$ cat config.mk
export PLATFORM = sky130hd
export DESIGN_NAME = irq_ctrl
export DESIGN_NICKNAME = d
export VERILOG_FILES = /design/src/rtl/irq_ctrl_pkg.sv /design/src/rtl/irq_sync_edge.sv /design/src/rtl/irq_ctrl.sv
export SDC_FILE = /design/constraint.sdc
export NUM_CORES = 1
export LEC_CHECK = 0
export ABC_AREA = 1
export BUFFER_PORTS_ARGS = -buffer_cell sky130_fd_sc_hd__buf_2
export CORE_ASPECT_RATIO = 2
export CORE_MARGIN = 3
export CORE_UTILIZATION = 53
export DETAILED_ROUTE_END_ITERATION = 6
export MAX_ROUTING_LAYER = met4
export PLACE_DENSITY = 0.89
export SYNTH_ARGS = -nofsm -noshare
export SYNTH_HDL_FRONTEND = slang
export SYNTH_HIERARCHICAL = 1
export SYNTH_SLANG_ARGS = --single-unit
$ cat constraint.sdc
create_clock -name clk -period 1.95 [get_ports clk]
set_clock_uncertainty 0.15 [all_clocks]
set_input_delay 0.0975 -clock clk [delete_from_list [all_inputs] [get_ports clk]]
set_output_delay 0.0975 -clock clk [all_outputs]
set_load 0.02 [all_outputs]
$ cat src/rtl/irq_ctrl_pkg.sv
// ============================================================================
// Module   : irq_ctrl_pkg
// Brief    : Register map and cause-encoding constants for irq_ctrl.
// Revision : 1.0 - initial release
// ============================================================================
`default_nettype none

package irq_ctrl_pkg;

    localparam logic [1:0] IRQ_PEND      = 2'd0;
    localparam logic [1:0] IRQ_ENABLE    = 2'd1;
    localparam logic [1:0] IRQ_CAUSE     = 2'd2;
    localparam logic [1:0] IRQ_SWSET     = 2'd3;

    localparam int         CAUSE_VALID   = 15;
    localparam logic [3:0] SPURIOUS_CODE = 4'hF;

endpackage

`default_nettype wire

$ cat src/rtl/irq_sync_edge.sv
// ============================================================================
// Module   : irq_sync_edge
// Brief    : Per-source 2-FF synchronizer with edge or level event generation.
// Revision : 1.0 - initial release
// ============================================================================
`default_nettype none

module irq_sync_edge #(
    parameter int           W         = 8,
    parameter logic [W-1:0] EDGE_MASK = {W{1'b1}}
) (
    input  logic         clk,
    input  logic         rst,
    input  logic [W-1:0] src_i,
    output logic [W-1:0] evt_o
);

    logic [W-1:0] s1_q;
    logic [W-1:0] s2_q;
    logic [W-1:0] s3_q;

    always_ff @(posedge clk or posedge rst) begin
        if (rst) begin
            s1_q <= '0;
            s2_q <= '0;
            s3_q <= '0;
        end else begin
            s1_q <= src_i;
            s2_q <= s1_q;
            s3_q <= s2_q;
        end
    end

    // Edge sources fire once per rising edge; level sources fire while high.
    assign evt_o = (s2_q & ~s3_q & EDGE_MASK) | (s2_q & ~EDGE_MASK);

endmodule

`default_nettype wire

$ cat src/rtl/irq_ctrl.sv
// ============================================================================
// Module   : irq_ctrl
// Brief    : Fixed-priority interrupt controller with memory-mapped registers.
// Revision : 1.0 - initial release
// ============================================================================
`default_nettype none

module irq_ctrl
    import irq_ctrl_pkg::*;
#(
    parameter int              NSRC      = 8,
    parameter logic [NSRC-1:0] EDGE_MASK = {NSRC{1'b1}}
) (
    input  logic            clk,
    input  logic            rst,
    input  logic [NSRC-1:0] src,
    input  logic            ien,
    input  logic            irq_ack,
    output logic            irq,
    input  logic [1:0]      addr,
    input  logic [15:0]     wdata,
    input  logic            wen,
    input  logic            ren,
    output logic [15:0]     rdata
);

    logic [NSRC-1:0] w_evt;
    logic [NSRC-1:0] w_act;
    logic [NSRC-1:0] w_sw_set;
    logic [NSRC-1:0] w_w1c;
    logic [NSRC-1:0] w_ack_clr;
    logic [3:0]      w_sel;
    logic            w_none;

    logic [NSRC-1:0] pend_q,      pend_d;
    logic [NSRC-1:0] enable_q,    enable_d;
    logic            cause_vld_q, cause_vld_d;
    logic [3:0]      cause_code_q, cause_code_d;
    logic            irq_q;
    logic [15:0]     rdata_q,     rdata_d;

    logic            unused_wdata;
    assign unused_wdata = ^wdata[15:NSRC];

    irq_sync_edge #(
        .W         (NSRC),
        .EDGE_MASK (EDGE_MASK)
    ) u_sync (
        .clk   (clk),
        .rst   (rst),
        .src_i (src),
        .evt_o (w_evt)
    );

    assign w_act = pend_q & enable_q;

    // Lowest index wins; scan downwards so the last hit is the lowest bit.
    always_comb begin
        w_sel = SPURIOUS_CODE;
        for (int i = NSRC - 1; i >= 0; i--) begin
            if (w_act[i]) w_sel = 4'(i);
        end
        w_none = (w_act == '0);
    end

    always_comb begin
        w_sw_set  = (wen && addr == IRQ_SWSET) ? wdata[NSRC-1:0] : '0;
        w_w1c     = (wen && addr == IRQ_PEND)  ? wdata[NSRC-1:0] : '0;
        w_ack_clr = (irq_ack && !w_none) ? (NSRC'(1) << w_sel) : '0;

        // Set terms are OR'd after the clear so a coincident event survives.
        pend_d   = w_evt | w_sw_set | (pend_q & ~(w_w1c | w_ack_clr));
        enable_d = (wen && addr == IRQ_ENABLE) ? wdata[NSRC-1:0] : enable_q;

        cause_vld_d  = cause_vld_q;
        cause_code_d = cause_code_q;
        if (irq_ack) begin
            cause_vld_d  = 1'b1;
            cause_code_d = w_none ? SPURIOUS_CODE : w_sel;
        end else if (wen && addr == IRQ_CAUSE) begin
            cause_vld_d  = 1'b0;
        end

        rdata_d = rdata_q;
        if (ren) begin
            case (addr)
                IRQ_PEND:   rdata_d = {{(16-NSRC){1'b0}}, pend_q};
                IRQ_ENABLE: rdata_d = {{(16-NSRC){1'b0}}, enable_q};
                IRQ_CAUSE:  rdata_d = {cause_vld_q, 11'b0, cause_code_q};
                default:    rdata_d = '0;
            endcase
        end
    end

    always_ff @(posedge clk or posedge rst) begin
        if (rst) begin
            pend_q       <= '0;
            enable_q     <= '0;
            cause_vld_q  <= 1'b0;
            cause_code_q <= '0;
            irq_q        <= 1'b0;
            rdata_q      <= '0;
        end else begin
            pend_q       <= pend_d;
            enable_q     <= enable_d;
            cause_vld_q  <= cause_vld_d;
            cause_code_q <= cause_code_d;
            irq_q        <= ien & ~w_none;
            rdata_q      <= rdata_d;
        end
    end

    assign irq   = irq_q;
    assign rdata = rdata_q;

endmodule

`default_nettype wire
==> Word-level counts from Yosys, hierarchy flattened <==
Cells that the tools add are included.
Widths: inputs -> output; s select.
{ "op_classes": {"n_eq_ne": 3, "n_shift": 1, "mux": 15, "bitwise": 10, "reduce_logical": 9} }
{ "op_table": {"columns": ["op", "count"], "rows": [
  ["$pmux 16 s3", 1],
  ["$mux 4", 9],
  ["$and 8x8->8", 3],
  ["$mux 8", 3],
  ["$or 8x8->8", 3],
  ["$not 8->8", 2],
  ["$logic_not 8->1", 1],
  ["$shl 1x4->8 const A", 1],
  ["$logic_and 1x1->1", 5],
  ["$eq 2x2->1 const B", 2],
  ["$eq 2x1->1 const B", 1],
  ["$logic_not 2->1", 1],
  ["$mux 1", 2],
  ["$reduce_bool 2->1", 1],
  ["$and 1x1->1", 1],
  ["$logic_not 1->1", 1],
  ["$not 1->1", 1]
]} }
{ "totals": {"register_bits": 62, "in_bits": 32} }

==> Logic depth before layout (Yosys ltp) <==
Gate-level depths: netlist (run 1).
{ "logic_depth": {"depth_word": 15, "ltp_mapped": 11} }

==> Cells and area by module <==
Netlist (run 1), hierarchy kept.
{ "by_module_without_submodules": {"columns": ["module", "n_inst", "cells_per_inst", "area_per_inst_um2", "seq_area_each_um2"], "rows": [
  ["irq_ctrl", 1, 204, 1607.8, 775.7],
  ["irq_sync_edge", 1, 41, 684.4, 600.6]
]} }

==> Worst setup path after synthesis (run 1) <==
No wires, ideal clock.
{ "synth_path": {"path_kind": "register to register", "start": "register pend_q[0]", "end": "register pend_q[7]", "arrival_time_ns": 1.096, "setup_slack_ns": 0.585, "path_stages_with_launch": 9, "path_buffers": 0, "cell_sequence": "dfrtp_1 > nand2_2 > nand2_1 > nor2_2 > nand2_1 > nor2_2 > nand4_1 > nand2_1 > nand2_1"} }
{ "synth_via": {"elab_chain_len": 9, "word_cells_on_any_way": 11, "cone_classes": "shift (1); mux (2); bitwise (5); reduce/logical (3)"} }
{ "synth_rtl": {"columns": ["element", "line", "source"], "rows": [
  ["start, declared", "irq_ctrl.sv:35", "logic [NSRC-1:0] pend_q, pend_d;"],
  ["start signal, assigned", "irq_ctrl.sv:104", "pend_q <= pend_d;"],
  ["$and 8x8->8 (*)", "irq_ctrl.sv:55", "assign w_act = pend_q & enable_q;"],
  ["$logic_not 8->1", "irq_ctrl.sv:63", "w_none = (w_act == '0);"],
  ["$logic_not 1->1", "irq_ctrl.sv:69", "w_ack_clr = (irq_ack && !w_none) ? (NSRC'(1) << w_sel) : '0;"],
  ["$logic_and 1x1->1", "irq_ctrl.sv:69", null],
  ["$mux 8 (*)", "irq_ctrl.sv:69", null],
  ["$or 8x8->8 (*)", "irq_ctrl.sv:72", "pend_d = w_evt | w_sw_set | (pend_q & ~(w_w1c | w_ack_clr));"],
  ["$not 8->8 (*)", "irq_ctrl.sv:72", null],
  ["$and 8x8->8 (*)", "irq_ctrl.sv:72", null],
  ["$or 8x8->8 (*)", "irq_ctrl.sv:72", null],
  ["net pend_d[7]", "irq_ctrl.sv:35", null]
]} }
Mark *: on every way through the listed nets, which the timed path passes. The rest lies on a longest branch.
A chain may end at the register's enable or synchronous reset.

==> Worst setup path in the final report (run 1) <==
{ "layout_path": {"start": "register pend_q[0]", "end": "register pend_q[5]"} }
The elaborated chain is that of the path after synthesis.

==> results of run 1 <==
==> what timing repair did <==
action | 4_1_cts | 5_1_grt
hold endpoints to repair | 87 | 0
hold buffers | 21 | 0
setup buffers | 0 | 0
==> layer usage <==
layer / part of all wire / vias up
li1: - / 869
met1: 0.36 / 828
met2: 0.56 / 51
met3: 0.040 / 20
met4: 0.039 / 0
met5: 0 / -
==> kinds of logic (layout without fill, tap and decap cells) <==
logic type | count (synthesis) | in the layout | synth area share
AND/OR/NAND/NOR | 109 | 109 | 0.213
flip-flops | 55 | 55 | 0.600
buffers and inverters | 44 | 98 | 0.0868
AO/OA/AOI/OAI | 31 | 31 | 0.0715
multiplexers | 5 | 5 | 0.0262
other | 1 | 7 | 0.00164
==> worst paths after layout <==
check	startpoint	slack, ps	endpoint	cells past startpoint
setup / recovery	pend_q[0]	290	pend_q[5]	8
hold / removal	ren	10	rdata[7]	3
setup reg to reg	pend_q[0]	290	pend_q[5]	8
hold reg to reg	u_sync/s1_q[7]	200	u_sync/s2_q[7]	0
max in group asynchronous	rst	980	u_sync/s1_q[6]	4
min in group asynchronous	rst	160	u_sync/s2_q[2]	3
==> cells in the mapped netlist (all sizes together) <==
library cell  count  share of area
clkinv            1         0.0016
nor3              2         0.0065
o21ai            18          0.039
inv              34          0.056
dfrtp            55           0.60
and2              1         0.0027
a31oi             4          0.011
nand4             4          0.011
nor2             21          0.052
nand2            73           0.12
a21oi             9          0.021
clkbuf            1         0.0016
conb              1         0.0016
nand3             8          0.017
mux2              5          0.026
buf               8          0.028
==> placed cells by master, fill, tap and decap left out <==
master | Yosys | final
nor2_2 | 10 | 10
nand4_1 | 4 | 4
nor3_1 | 1 | 1
nand2_4 | 1 | 1
nor2_4 | 2 | 2
nor3_2 | 1 | 1
dfrtp_1 | 55 | 55
clkinvlp_4 | 0 | 1
a31oi_1 | 4 | 4
nand2_1 | 71 | 71
nor2_1 | 9 | 9
bufinv_16 | 0 | 1
buf_2 | 0 | 33
clkbuf_8 | 0 | 5
buf_4 | 7 | 2
inv_1 | 33 | 33
nand3_1 | 8 | 8
dlygate4sd3_1 | 0 | 21
inv_2 | 1 | 1
a21oi_2 | 1 | 1
and2_1 | 1 | 1
nand2_2 | 1 | 1
mux2_4 | 1 | 1
conb_1 | 1 | 7
a21oi_1 | 8 | 8
o21ai_0 | 18 | 18
clkinv_1 | 1 | 1
mux2_2 | 4 | 4
==> critical path, cell delays in order (launching register included) <==
cell     delay (ps)
dfrtp_1         420
nand2_2         140
nand2_1         120
nor2_2          130
nand2_1         120
nor2_2          160
nand4_1         180
nand2_1          90
nand2_1          50
==> power by group through the flow <==
stage	Sequential, mW	Combinational, mW	Clock, mW
3_5_place_dp	1.41	0.558	0
5_1_grt	1.41	0.673	0.786
3_3_place_gp	1.40	0.534	0
6_report	1.39	0.592	0.719
2_1_floorplan	1.44	0.368	0
4_1_cts	1.39	0.591	0.747
==> sequential cells by signal, indices dropped and copies added, names as in the netlist <==
signal	flops
enable_q	8
u_sync/s3_q	8
cause_vld_q	1
u_sync/s1_q	8
cause_code_q	4
pend_q	8
u_sync/s2_q	8
irq	1
rdata	9
==> layout make-up <==
cell class,instances,share of cell area
clock buffers,5,0.0245
inverters,35,0.0468
multi-input cells,152,0.263
flip-flops and latches,55,0.490
well taps,52,0.0232
clock inverters,2,0.0134
repair buffers,56,0.139
==> flow_summary.ini, run 1 <==
[pwr]
p_per_area_nw_per_um2 = 962
p_comb_frac = 0.219
ir_worst_vdd_mv = 1.16
clkPwrFrac = 0.266
switching_share = 0.300
seqPwrFrac = 0.515
power_mw = 2.70
p_int_mw = 1.89
total_leakage_power_nw = 1.44
switchingPower_uw = 811

[global_route]
grt_first_pass_wirelength_mm = 7.58
grt_util_met2 = 0.346
track_usage = 0.200
grt-ovfl-total = 0
use_met3 = 0.0545
grt_pass1_vias = 1941
grt_antenna_before_repair = 0
grt_most_used_layer = met2
grtUsageMet1 = 0.183
grt_max_degree = 32

[timing]
rsz0062_at_grt = false
maxSlewViolCount = 0
hold_viol_final = 0
setup_viol = 0
min_period_ps = 1660
fin_crit_sh = 0.853
tns_ps = 0
worst_hold_slack_ps = 12.3
slew_headroom = 0.616
max_slew.worst_pin.slew_ps = 573
fin_ws_ps = 287
max_freq_mhz = 601

[synthesis]
ys_seq_area_frac = 0.600
netlist_instances = 245
synth_warnings = 6
synth_cell_types = 25
netlist_area_um2 = 2290
post_synth.cell_area_avg_um2 = 9.36
ys_ff_latch = 55

[worst_hold_path]
min_path_type = primary input to flip-flop

[layout]
seqCellArea_um2 = 1380
num-nets-final = 337
area_growth_pct = 22.5
multi_input_area_um2 = 739
fillers = 328
design_area_um2 = 2810
fin_util = 0.680
drive_gt1_frac = 0.210
antenna_cells = 0
final_cells = 357

[detailed_routing]
dr.first_iter.drc_count = 30
drtAntennaViolNets = 0
drc = 0
dr.pass1.iters = 4
vias = 1768
drt-total-wl_mm = 4.33
via_per_inst = 4.95
wl_per_cell_um = 12.1

[place]
hpwl_mm = 3.24
dpl_worst_slack_ps = 357
gp_congestion = 0.932
port_buffers = 33
place_area_um2 = 2490
placedCellCount = 329

[critical_path]
critPathLaunchType = flip-flop
cp_max_fo = 7
crit_type = flip-flop to flip-flop
cp.arrival_ps = 1720
required_ps = 2010
end_kind = flip-flop

[clock_network]
clkSlewWorstSetupHoldPaths_ps = 100
worstSkewPairLatency_ps = 310
cts_buffers = 5
cts-resized-gates = 0
h-tree-depth = 2
clkSinkCount = 55
cts_buffer_depth = 2
clockRootBuffer = clkbuf_8
cts_tree = yes

[floorplan]
boundaryPins = 49
start_util = 0.555
die_w_um = 52.5
coreArea_um2 = 4130
num_rows = 33
fp.dieArea_um2 = 5200
die_y_um = 99.0

[run]
max_cap_viol_count = 0

[outcome]
status = finished, final reports clean
Note: power is estimated with default switching activity, not from simulation.
==> run 2: changes to the inputs <==
--- a/config.mk
+++ b/config.mk
@@ -6,13 +6,13 @@
 export NUM_CORES = 1
 export LEC_CHECK = 0
 export ABC_AREA = 1
-export BUFFER_PORTS_ARGS = -buffer_cell sky130_fd_sc_hd__buf_2
 export CORE_ASPECT_RATIO = 2
 export CORE_MARGIN = 3
-export CORE_UTILIZATION = 53
+export CORE_UTILIZATION = 57
 export DETAILED_ROUTE_END_ITERATION = 6
+export DONT_BUFFER_PORTS = 1
 export MAX_ROUTING_LAYER = met4
-export PLACE_DENSITY = 0.89
+export PLACE_DENSITY = 0.83
 export SYNTH_ARGS = -nofsm -noshare
 export SYNTH_HDL_FRONTEND = slang
 export SYNTH_HIERARCHICAL = 1
==> flow_summary.ini, run 2 (same netlist as run 1, synthesis figures left out) <==
[timing]
tns_ps = 0
slew_headroom = 0.586
rsz0062_at_grt = false
max_freq_mhz = 580
hold_viol_final = 0
maxSlewViolCount = 0
worst_hold_slack_ps = 22.5
max_slew.worst_pin.slew_ps = 617
fin_crit_sh = 0.884
setup_viol = 0
min_period_ps = 1720
fin_ws_ps = 227

[critical_path]
path_cells = dlygate4sd3_1, nor2_4, dlygate4sd3_1, nand2_1, a31oi_1
crit_type = primary input to flip-flop
cp_common_cell = dlygate4sd3_1
end_kind = flip-flop
required_ps = 2030
critPathLaunchType = primary input
crit_start = addr[1]
cpMaxStageDelayCell = dlygate4sd3_1
path_buf_inv = 2
cp_max_fo = 7
crit_family = buffers and inverters
r2r-start = enable_q[0]
cp.arrival_ps = 1810
slowest_delay_ps = 640

[clock_network]
postCtsSetupBuffers = 0
clkSinkCount = 55
clkSlewWorstSetupHoldPaths_ps = 100
worstSkewPairLatency_ps = 310
cts_tree = yes
h-tree-depth = 2
cts_buffer_depth = 2
cts_buffers = 5
cts-resized-gates = 0
clockRootBuffer = clkbuf_8
hold_buffers = 25

[layout]
multi_input_area_um2 = 739
largest_register_ffs = 9
seqCellArea_um2 = 1380
layout_commonest_cell = nand2_1
fin_util = 0.694
area_growth_pct = 17.5
antenna_cells = 0
final_cells = 328
design_area_um2 = 2690
final_cell_mix = nand2_1, dfrtp_1, inv_1, dlygate4sd3_1, o21ai_0
drive_gt1_frac = 0.116
num-nets-final = 308
fillers = 306

[place]
placedCellCount = 295
dpl_worst_slack_ps = 379
place_area_um2 = 2330
port_buffers = 0
hpwl_mm = 3.01
gp_congestion = 0.949

[pwr]
power_mw = 2.70
total_leakage_power_nw = 1.33
p_per_area_nw_per_um2 = 1000
ir_worst_vdd_mv = 0.983

[detailed_routing]
drt-total-wl_mm = 4.27
wl_per_cell_um = 13.0
vias = 1618
via_per_inst = 4.93
dr.pass1.iters = 4
drc = 0
dr.first_iter.drc_count = 22
drtAntennaViolNets = 0

[floorplan]
coreArea_um2 = 3880
fp.dieArea_um2 = 4860
boundaryPins = 49
start_util = 0.590
num_rows = 32
die_y_um = 95.7
die_w_um = 50.8

[global_route]
track_usage = 0.201
grt_max_degree = 32
grt_first_pass_wirelength_mm = 7.05
grt_pass1_vias = 1643
grt-ovfl-total = 0
grt_antenna_before_repair = 0

[outcome]
status = finished, final reports clean

[worst_hold_path]
min_path_type = primary input to flip-flop
min-delay-start = wen

[run]
max_cap_viol_count = 0
-- run 2: layer usage --
layer / share of wire / vias to the layer above / wire length [um] / GRT usage
li1: - / 809 / - / -
met1: 0.36 / 761 / 1530 / 0.190
met2: 0.58 / 40 / 2470 / 0.373
met3: 0.039 / 8 / 168 / 0.0376
met4: 0.024 / 0 / 102 / 0.103
met5: 0 / - / 0 / -
-- run 2: cell type report --
type                    count  share of cell area
clock buffers               6              0.0307
clock inverters             2              0.0130
inverters                  35              0.0488
multi-input cells         152               0.275
flip-flops and latches     55               0.511
well taps                  51              0.0237
repair buffers             27              0.0985
-- run 2: final timing paths --
check	to	slack (ps)	cells past startpoint
max in group asynchronous	u_sync/s3_q[1]	980	3
worst min register to register	u_sync/s2_q[3]	200	0
worst max-delay path	rdata[5]	230	5
worst max register to register	pend_q[5]	340	8
min in group asynchronous	u_sync/s1_q[0]	150	2
worst min-delay path	pend_q[1]	20	4
-- run 2: tightest hold or removal path: cells and delay by family --
kind,cells,cell delay (ps)
compound gates,1,130
buf+inv,1,60
simple gates,2,160
-- run 2: where the power goes --
group          switching (mW)  leakage [nW]  internal, mW  total, mW
Combinational           0.303         0.630         0.187      0.490
Sequential              0.150         0.643          1.30       1.45
Clock                   0.347        0.0612         0.416      0.763
Total                   0.800          1.33          1.90       2.70
